$ cat src/rtl/spi_txn_arbiter.sv
// ---------------------------------------------------------------------------
// spi_txn_arbiter
// Round-robin arbiter and sequencer that shares one 8-bit SPI master driver
// among NUM_REQ requesters. A winning request gets a one-hot active-low chip
// select, a one-cycle start pulse with its tx byte to the driver, completion
// tracking on the driver's enable line and the received byte returned with a
// done pulse. A watchdog aborts transactions whose driver never completes.
//
// Ports:
//   i_clk, i_rst      clock, asynchronous active-high reset
//   i_req             per-requester level request, held until ack
//   i_req_data        tx bytes, requester i at [8i+7:8i]
//   o_ack             one-cycle pulse, request captured
//   o_done            one-cycle pulse, transaction finished, o_rsp_data valid
//   o_err             one-cycle pulse with o_done on watchdog abort
//   o_rsp_data        received byte, held until the next done
//   o_busy            high whenever the sequencer is not idle
//   o_cs_n            chip selects, active low, at most one low
//   o_drv_start       start pulse to the SPI driver
//   o_drv_data        tx byte to the driver
//   i_drv_en          driver enable/busy
//   i_drv_rdata       driver received byte, valid when i_drv_en falls
// ---------------------------------------------------------------------------
module spi_txn_arbiter #(
    parameter int NUM_REQ     = 4,
    parameter int GAP_CYCLES  = 2,
    parameter int WDOG_CYCLES = 64
) (
    input  logic                 i_clk,
    input  logic                 i_rst,
    input  logic [NUM_REQ-1:0]   i_req,
    input  logic [8*NUM_REQ-1:0] i_req_data,
    output logic [NUM_REQ-1:0]   o_ack,
    output logic [NUM_REQ-1:0]   o_done,
    output logic                 o_err,
    output logic [7:0]           o_rsp_data,
    output logic                 o_busy,
    output logic [NUM_REQ-1:0]   o_cs_n,
    output logic                 o_drv_start,
    output logic [7:0]           o_drv_data,
    input  logic                 i_drv_en,
    input  logic [7:0]           i_drv_rdata
);

    localparam int IDX_W = (NUM_REQ > 1) ? $clog2(NUM_REQ) : 1;
    localparam int WD_W  = $clog2(WDOG_CYCLES);
    localparam int GAP_W = (GAP_CYCLES > 1) ? $clog2(GAP_CYCLES) : 1;

    localparam logic [IDX_W-1:0] PTR_RST  = IDX_W'(NUM_REQ - 1);
    localparam logic [WD_W-1:0]  WD_LAST  = WD_W'(WDOG_CYCLES - 1);
    localparam logic [GAP_W-1:0] GAP_LAST = GAP_W'(GAP_CYCLES - 1);

    typedef enum logic [2:0] {
        S_IDLE,
        S_START,
        S_WAIT_EN,
        S_WAIT_DONE,
        S_GAP
    } state_t;

    state_t               r_state;
    logic [IDX_W-1:0]     r_ptr;
    logic [IDX_W-1:0]     r_idx;
    logic [NUM_REQ-1:0]   r_ack;
    logic [NUM_REQ-1:0]   r_done;
    logic                 r_err;
    logic                 r_busy;
    logic                 r_drv_start;
    logic [NUM_REQ-1:0]   r_cs_n;
    logic [7:0]           r_drv_data;
    logic [7:0]           r_rsp_data;
    logic [WD_W-1:0]      r_wd_cnt;
    logic [GAP_W-1:0]     r_gap_cnt;

    logic [7:0]           w_req_bytes [NUM_REQ];
    logic                 w_grant_valid;
    logic [IDX_W-1:0]     w_grant_idx;
    logic [IDX_W-1:0]     w_cand;

    // Unpack the flat tx-byte bus into one byte per requester.
    generate
        for (genvar gi = 0; gi < NUM_REQ; gi++) begin : g_req_bytes
            assign w_req_bytes[gi] = i_req_data[8*gi +: 8];
        end
    endgenerate

    // Round-robin search starting just after the last winner. Candidates are
    // visited from the farthest offset to the nearest so the nearest set bit
    // is the one that sticks.
    always_comb begin
        int v_pos;
        w_grant_valid = 1'b0;
        w_grant_idx   = '0;
        w_cand        = '0;
        v_pos         = 0;
        for (int k = NUM_REQ; k >= 1; k--) begin
            v_pos = int'(r_ptr) + k;
            if (v_pos >= NUM_REQ) begin
                v_pos = v_pos - NUM_REQ;
            end
            w_cand = IDX_W'(v_pos);
            if (i_req[w_cand]) begin
                w_grant_valid = 1'b1;
                w_grant_idx   = w_cand;
            end
        end
    end

    always_ff @(posedge i_clk or posedge i_rst) begin
        if (i_rst) begin
            r_state     <= S_IDLE;
            r_ptr       <= PTR_RST;
            r_idx       <= '0;
            r_ack       <= '0;
            r_done      <= '0;
            r_err       <= 1'b0;
            r_busy      <= 1'b0;
            r_drv_start <= 1'b0;
            r_cs_n      <= '1;
            r_drv_data  <= '0;
            r_rsp_data  <= '0;
            r_wd_cnt    <= '0;
            r_gap_cnt   <= '0;
        end else begin
            // Pulse outputs default low every cycle.
            r_ack       <= '0;
            r_done      <= '0;
            r_err       <= 1'b0;
            r_drv_start <= 1'b0;

            case (r_state)
                S_IDLE: begin
                    if (w_grant_valid) begin
                        r_idx               <= w_grant_idx;
                        r_ptr               <= w_grant_idx;
                        r_drv_data          <= w_req_bytes[w_grant_idx];
                        r_ack[w_grant_idx]  <= 1'b1;
                        r_busy              <= 1'b1;
                        r_state             <= S_START;
                    end
                end

                S_START: begin
                    r_drv_start   <= 1'b1;
                    r_cs_n[r_idx] <= 1'b0;
                    r_wd_cnt      <= '0;
                    r_state       <= S_WAIT_EN;
                end

                S_WAIT_EN: begin
                    if (r_wd_cnt == WD_LAST) begin
                        r_rsp_data    <= 8'h00;
                        r_done[r_idx] <= 1'b1;
                        r_err         <= 1'b1;
                        r_cs_n        <= '1;
                        r_gap_cnt     <= '0;
                        r_state       <= S_GAP;
                    end else begin
                        r_wd_cnt <= r_wd_cnt + 1'b1;
                        if (i_drv_en) begin
                            r_state <= S_WAIT_DONE;
                        end
                    end
                end

                S_WAIT_DONE: begin
                    // A genuine completion wins over a coincident timeout.
                    if (!i_drv_en) begin
                        r_rsp_data    <= i_drv_rdata;
                        r_done[r_idx] <= 1'b1;
                        r_cs_n        <= '1;
                        r_gap_cnt     <= '0;
                        r_state       <= S_GAP;
                    end else if (r_wd_cnt == WD_LAST) begin
                        r_rsp_data    <= 8'h00;
                        r_done[r_idx] <= 1'b1;
                        r_err         <= 1'b1;
                        r_cs_n        <= '1;
                        r_gap_cnt     <= '0;
                        r_state       <= S_GAP;
                    end else begin
                        r_wd_cnt <= r_wd_cnt + 1'b1;
                    end
                end

                S_GAP: begin
                    // Requests are not looked at here; arbitration resumes in IDLE.
                    if (r_gap_cnt == GAP_LAST) begin
                        r_busy  <= 1'b0;
                        r_state <= S_IDLE;
                    end else begin
                        r_gap_cnt <= r_gap_cnt + 1'b1;
                    end
                end

                default: begin
                    r_busy  <= 1'b0;
                    r_cs_n  <= '1;
                    r_state <= S_IDLE;
                end
            endcase
        end
    end

    assign o_ack       = r_ack;
    assign o_done      = r_done;
    assign o_err       = r_err;
    assign o_rsp_data  = r_rsp_data;
    assign o_busy      = r_busy;
    assign o_cs_n      = r_cs_n;
    assign o_drv_start = r_drv_start;
    assign o_drv_data  = r_drv_data;

endmodule

$ cat config.mk
export PLATFORM = sky130hd
export DESIGN_NAME = spi_txn_arbiter
export DESIGN_NICKNAME = d
export VERILOG_FILES = /design/src/rtl/spi_txn_arbiter.sv
export SDC_FILE = /design/constraint.sdc
export NUM_CORES = 1
export LEC_CHECK = 0
export BUFFER_PORTS_ARGS = -buffer_cell sky130_fd_sc_hd__buf_2
export CAP_MARGIN = 40
export CORE_MARGIN = 5
export CORE_UTILIZATION = 25
export DETAILED_ROUTE_END_ITERATION = 10
export PLACE_DENSITY = 0.45
export SYNTH_ARGS = -nofsm -noshare
export SYNTH_HDL_FRONTEND = slang
export SYNTH_SLANG_ARGS = --single-unit
$ cat constraint.sdc
create_clock -name i_clk -period 2.74 [get_ports i_clk]
set_input_delay 0.274 -clock i_clk [delete_from_list [all_inputs] [get_ports i_clk]]
set_output_delay 0.274 -clock i_clk [all_outputs]
set_load 0.05 [all_outputs]
==> metrics.md <==
| Metric | Value |
|---|---|
| Row cnt | `34` |
| Max-slew violation count | `0` |
| Area delta synth->final | `29.3%` |
| Setup TNS | `0 ns` |
| Total track usage | `10.6%` |
| Fin Hold WS | `0.197 ns` |
| Congestion Overflow GR | `0` |
| Core area | `0.00864 mm²` |
| R2r startpoint | `r_ptr[0]` |
| First-pass GRT wire length | `9340 µm` |
| Final WL | `5670 µm` |
| Post-synthesis cell type count | `40` |
| Fin crit share | `80.7%` |
| Worst EP required | `2.88 ns` |
| Max stage delay cell, worst path | `dfstp_2` |
| Crit-path leading delay family | `flip-flops` |
| Max incr delay on CP | `0.56 ns` |
| Area of the multi-input gates | `958 µm²` |
| Status | `completed` |
| Syn. warnings | `0` |
| Setup crit end kind | `register` |
| Final nets | `336` |
| Pwr Density | `1210 mW/mm²` |
| PortBufs | `77` |
| Die area | `0.0108 mm²` |
| Synthesized cell area | `0.00220 mm²` |
| Cell count after synthesis | `210` |
| Clock skew | `0.0116 ns` |
| Die width | `104 µm` |
| CTS tree | `yes` |
| Min-Delay Startpoint | `i_drv_rdata[2]` |
| H-tree levels | `2` |
| Placed Cells | `388` |
| Clk sinks | `45` |
| Slew HR | `45.9%` |
| Reg2Reg Capture Point | `o_drv_data[3]` |
| Worst hold stages | `2` |
| R2R Setup Slk | `0.53 ns` |
| Max Freq | `452 MHz` |
| DR WL met2 | `2640 µm` |
| Final worst setup slack | `0.528 ns` |
| FILL cells | `896` |
| CP Buf/Inv Count | `1` |
| Total Power | `3.43 mW` |
| MaxCap Viol Count | `0` |
| Final GP Congestion | `0.776` |
| Post-Syn Nets | `258` |
| HPWL Detailed | `4210 µm` |
| Post-synthesis sequential area ratio | `51.6%` |
| Largest net degree at the start of global routing | `28` |
| M1 wire length | `2650 µm` |
| Min cycle time layout | `2.21 ns` |
| Pre-CTS WS | `0.539 ns` |
| N_diodes | `0` |
| Final setup viols | `0` |
| DRC errors left | `0` |
| Worst skew pair latency | `0.30 ns` |
| Routed Antenna Nets | `0` |
| Reg clk slew, reported paths | `0.09 ns` |
| Crit-path max FO | `15` |
| Total vias in the final route | `1795` |
| Starting DRT DRC Count | `88` |
| Pleak | `1.35 nW` |
| Register area | `0.00113 mm²` |
| Slew @ Worst Pin | `0.808 ns` |
| Root buffer selected by CTS | `clkbuf_8` |
| Via-per-instance ratio | `4.52` |
| Final hold violation count | `0` |
| Hold Path Class | `input port to register` |
| Non-filler cells, final | `397` |
| Share of cells above drive strength 1 | `38.4%` |
| Crit path kind | `register to register` |
| Post CTS Setup Buffer Count | `0` |
| Max rail drop VDD | `0.385 mV` |
| Startpoint Class | `register` |
| DR WL/cell | `14.3 µm` |
| Met3 wire length | `310 µm` |
| Worst EP arrival | `2.35 ns` |
| First-pass DRT Iterations | `4` |
| Initial antenna violation count | `0` |
| RSZ-0062 raised after global routing | `false` |
| Inserted Clock Buffers | `5` |
| Avg Cell Area, Syn | `10.5 µm²` |
| Highest routed layer | `met4` |
| # IOs | `78` |
| Vias in the first global route | `1839` |
| #FFs+latches synth | `45` |
| Clk buf depth | `2` |
| WHS Endpoint | `o_rsp_data[2]` |
| Die H | `104 µm` |
| R2R cell count | `6` |
| CP cell instances | `nand2b_1 -> a21bo_1 -> and3_1 -> buf_4 -> mux2i_1 -> a211oi_1` |
| Initial Util | `25.5%` |
## synthesized netlist by cell type (all sizes together)
cell	count	area share (%)
a22o	8	3.2
nand3	4	0.91
a211oi	17	6.4
nand2b	6	1.7
nand2	7	1.2
xnor2	2	0.80
nand3b	3	1.0
a21bo	2	0.91
and3	4	1.4
a31o	1	0.80
dfrtp	39	44
nor4	2	0.85
nor4b	1	0.68
a2111oi	2	1.4
ha	1	0.57
a21oi	5	1.1
o21ai	11	2.7
nor3	6	1.4
a311o	1	0.46
nor2	26	4.4
dfstp	6	7.2
mux2i	8	3.6
and2	1	0.28
nor3b	4	1.4
buf	8	2.1
nor2b	3	0.85
mux2	2	1.2
or2	1	0.28
a21o	3	1.0
a31oi	9	2.6
clkbuf	5	0.85
inv	11	1.9
nand4	1	0.57
## registers in the layout (all words and copies together) (netlist names)
signal / cells
o_drv_data: 8
o_ack: 4
o_rsp_data: 8
o_busy: 1
r_wd_cnt: 6
r_idx: 2
r_ptr: 2
o_err: 1
o_cs_n: 4
r_state: 3
o_drv_start: 1
r_gap_cnt: 1
o_done: 4
## cell type report
cell class,instances,area share (%)
Clock buffer,6,2.91
Timing Repair Buffer,84,15.9
Sequential cell,45,39.9
Inverter,11,1.45
Multi-Input combinational cell,141,33.7
Clock inverter,2,1.32
Tap cell,108,4.76
## cells by family after synthesis
kind of cell / count (synthesis) / share of synthesized area (%)
compound gates: 59 / 20.5
xor+xnor: 2 / 0.797
fa+ha+maj: 1 / 0.569
buf+inv: 24 / 4.84
flops: 45 / 51.6
mux: 10 / 4.84
simple gates: 69 / 16.9
## metal layers
layer	vias to the layer above	GRT usage, %
li1	907	-
met1	832	14.3
met2	52	16.2
met3	4	3.17
met4	0	3.24
met5	-	0
## power breakdown
part	internal [mW]	leakage [nW]	switching [mW]	total, mW
sequential	0.944	0.554	0.209	1.15
combinational	0.542	0.743	1.21	1.75
clock	0.297	0.0574	0.229	0.525
## how the worst max path moves through the flow
stage / from / slack, ns / to / cells after the start
2_1_floorplan: r_wd_cnt[0] / 0.71 / r_wd_cnt[5] / 6
3_3_place_gp: r_ptr[0] / 0.52 / o_drv_data[3] / 6
3_5_place_dp: r_ptr[0] / 0.54 / o_drv_data[3] / 6
5_1_grt: r_ptr[0] / 0.41 / o_drv_data[3] / 6
4_1_cts: r_ptr[0] / 0.52 / o_drv_data[3] / 6
6_report: r_ptr[0] / 0.53 / o_drv_data[3] / 6
## repair_timing
| action | 4_1_cts | 5_1_grt |
|---|---|---|
| hold buffers | 1 | 0 |
| endpoints found under the setup margin | 0 | 0 |
| resized for setup | 0 | 0 |
| endpoints found under the hold margin | 16 | 0 |
## worst register-to-register path: stages (launching register included)
cell,delay [ns]
dfstp_2,0.56
nand2b_1,0.13
a21bo_1,0.30
and3_1,0.40
buf_4,0.30
mux2i_1,0.27
a211oi_1,0.10
## metrics by stage
stage,util (%),instance area [µm²]
floorplan,-,2200
global placement,31.2,2690
detailed placement,31.4,2710
CTS,32.9,2840
global route,32.9,2840
finish,32.9,2840
## layout by cell type, fill, tap and decap left out, types with 4 or more instances in the layout
cell	count
a22o_1	8
nand2b_1	6
buf_4	5
a21oi_1	5
a31oi_1	9
o21ai_0	10
dfstp_2	6
inv_1	10
nor2_1	26
mux2i_1	8
nand3_1	4
a211oi_1	16
dfrtp_1	39
nor3_1	6
buf_2	77
nor3b_1	4
clkbuf_8	6
nand2_1	7
Power figures use the tool's default switching activity.
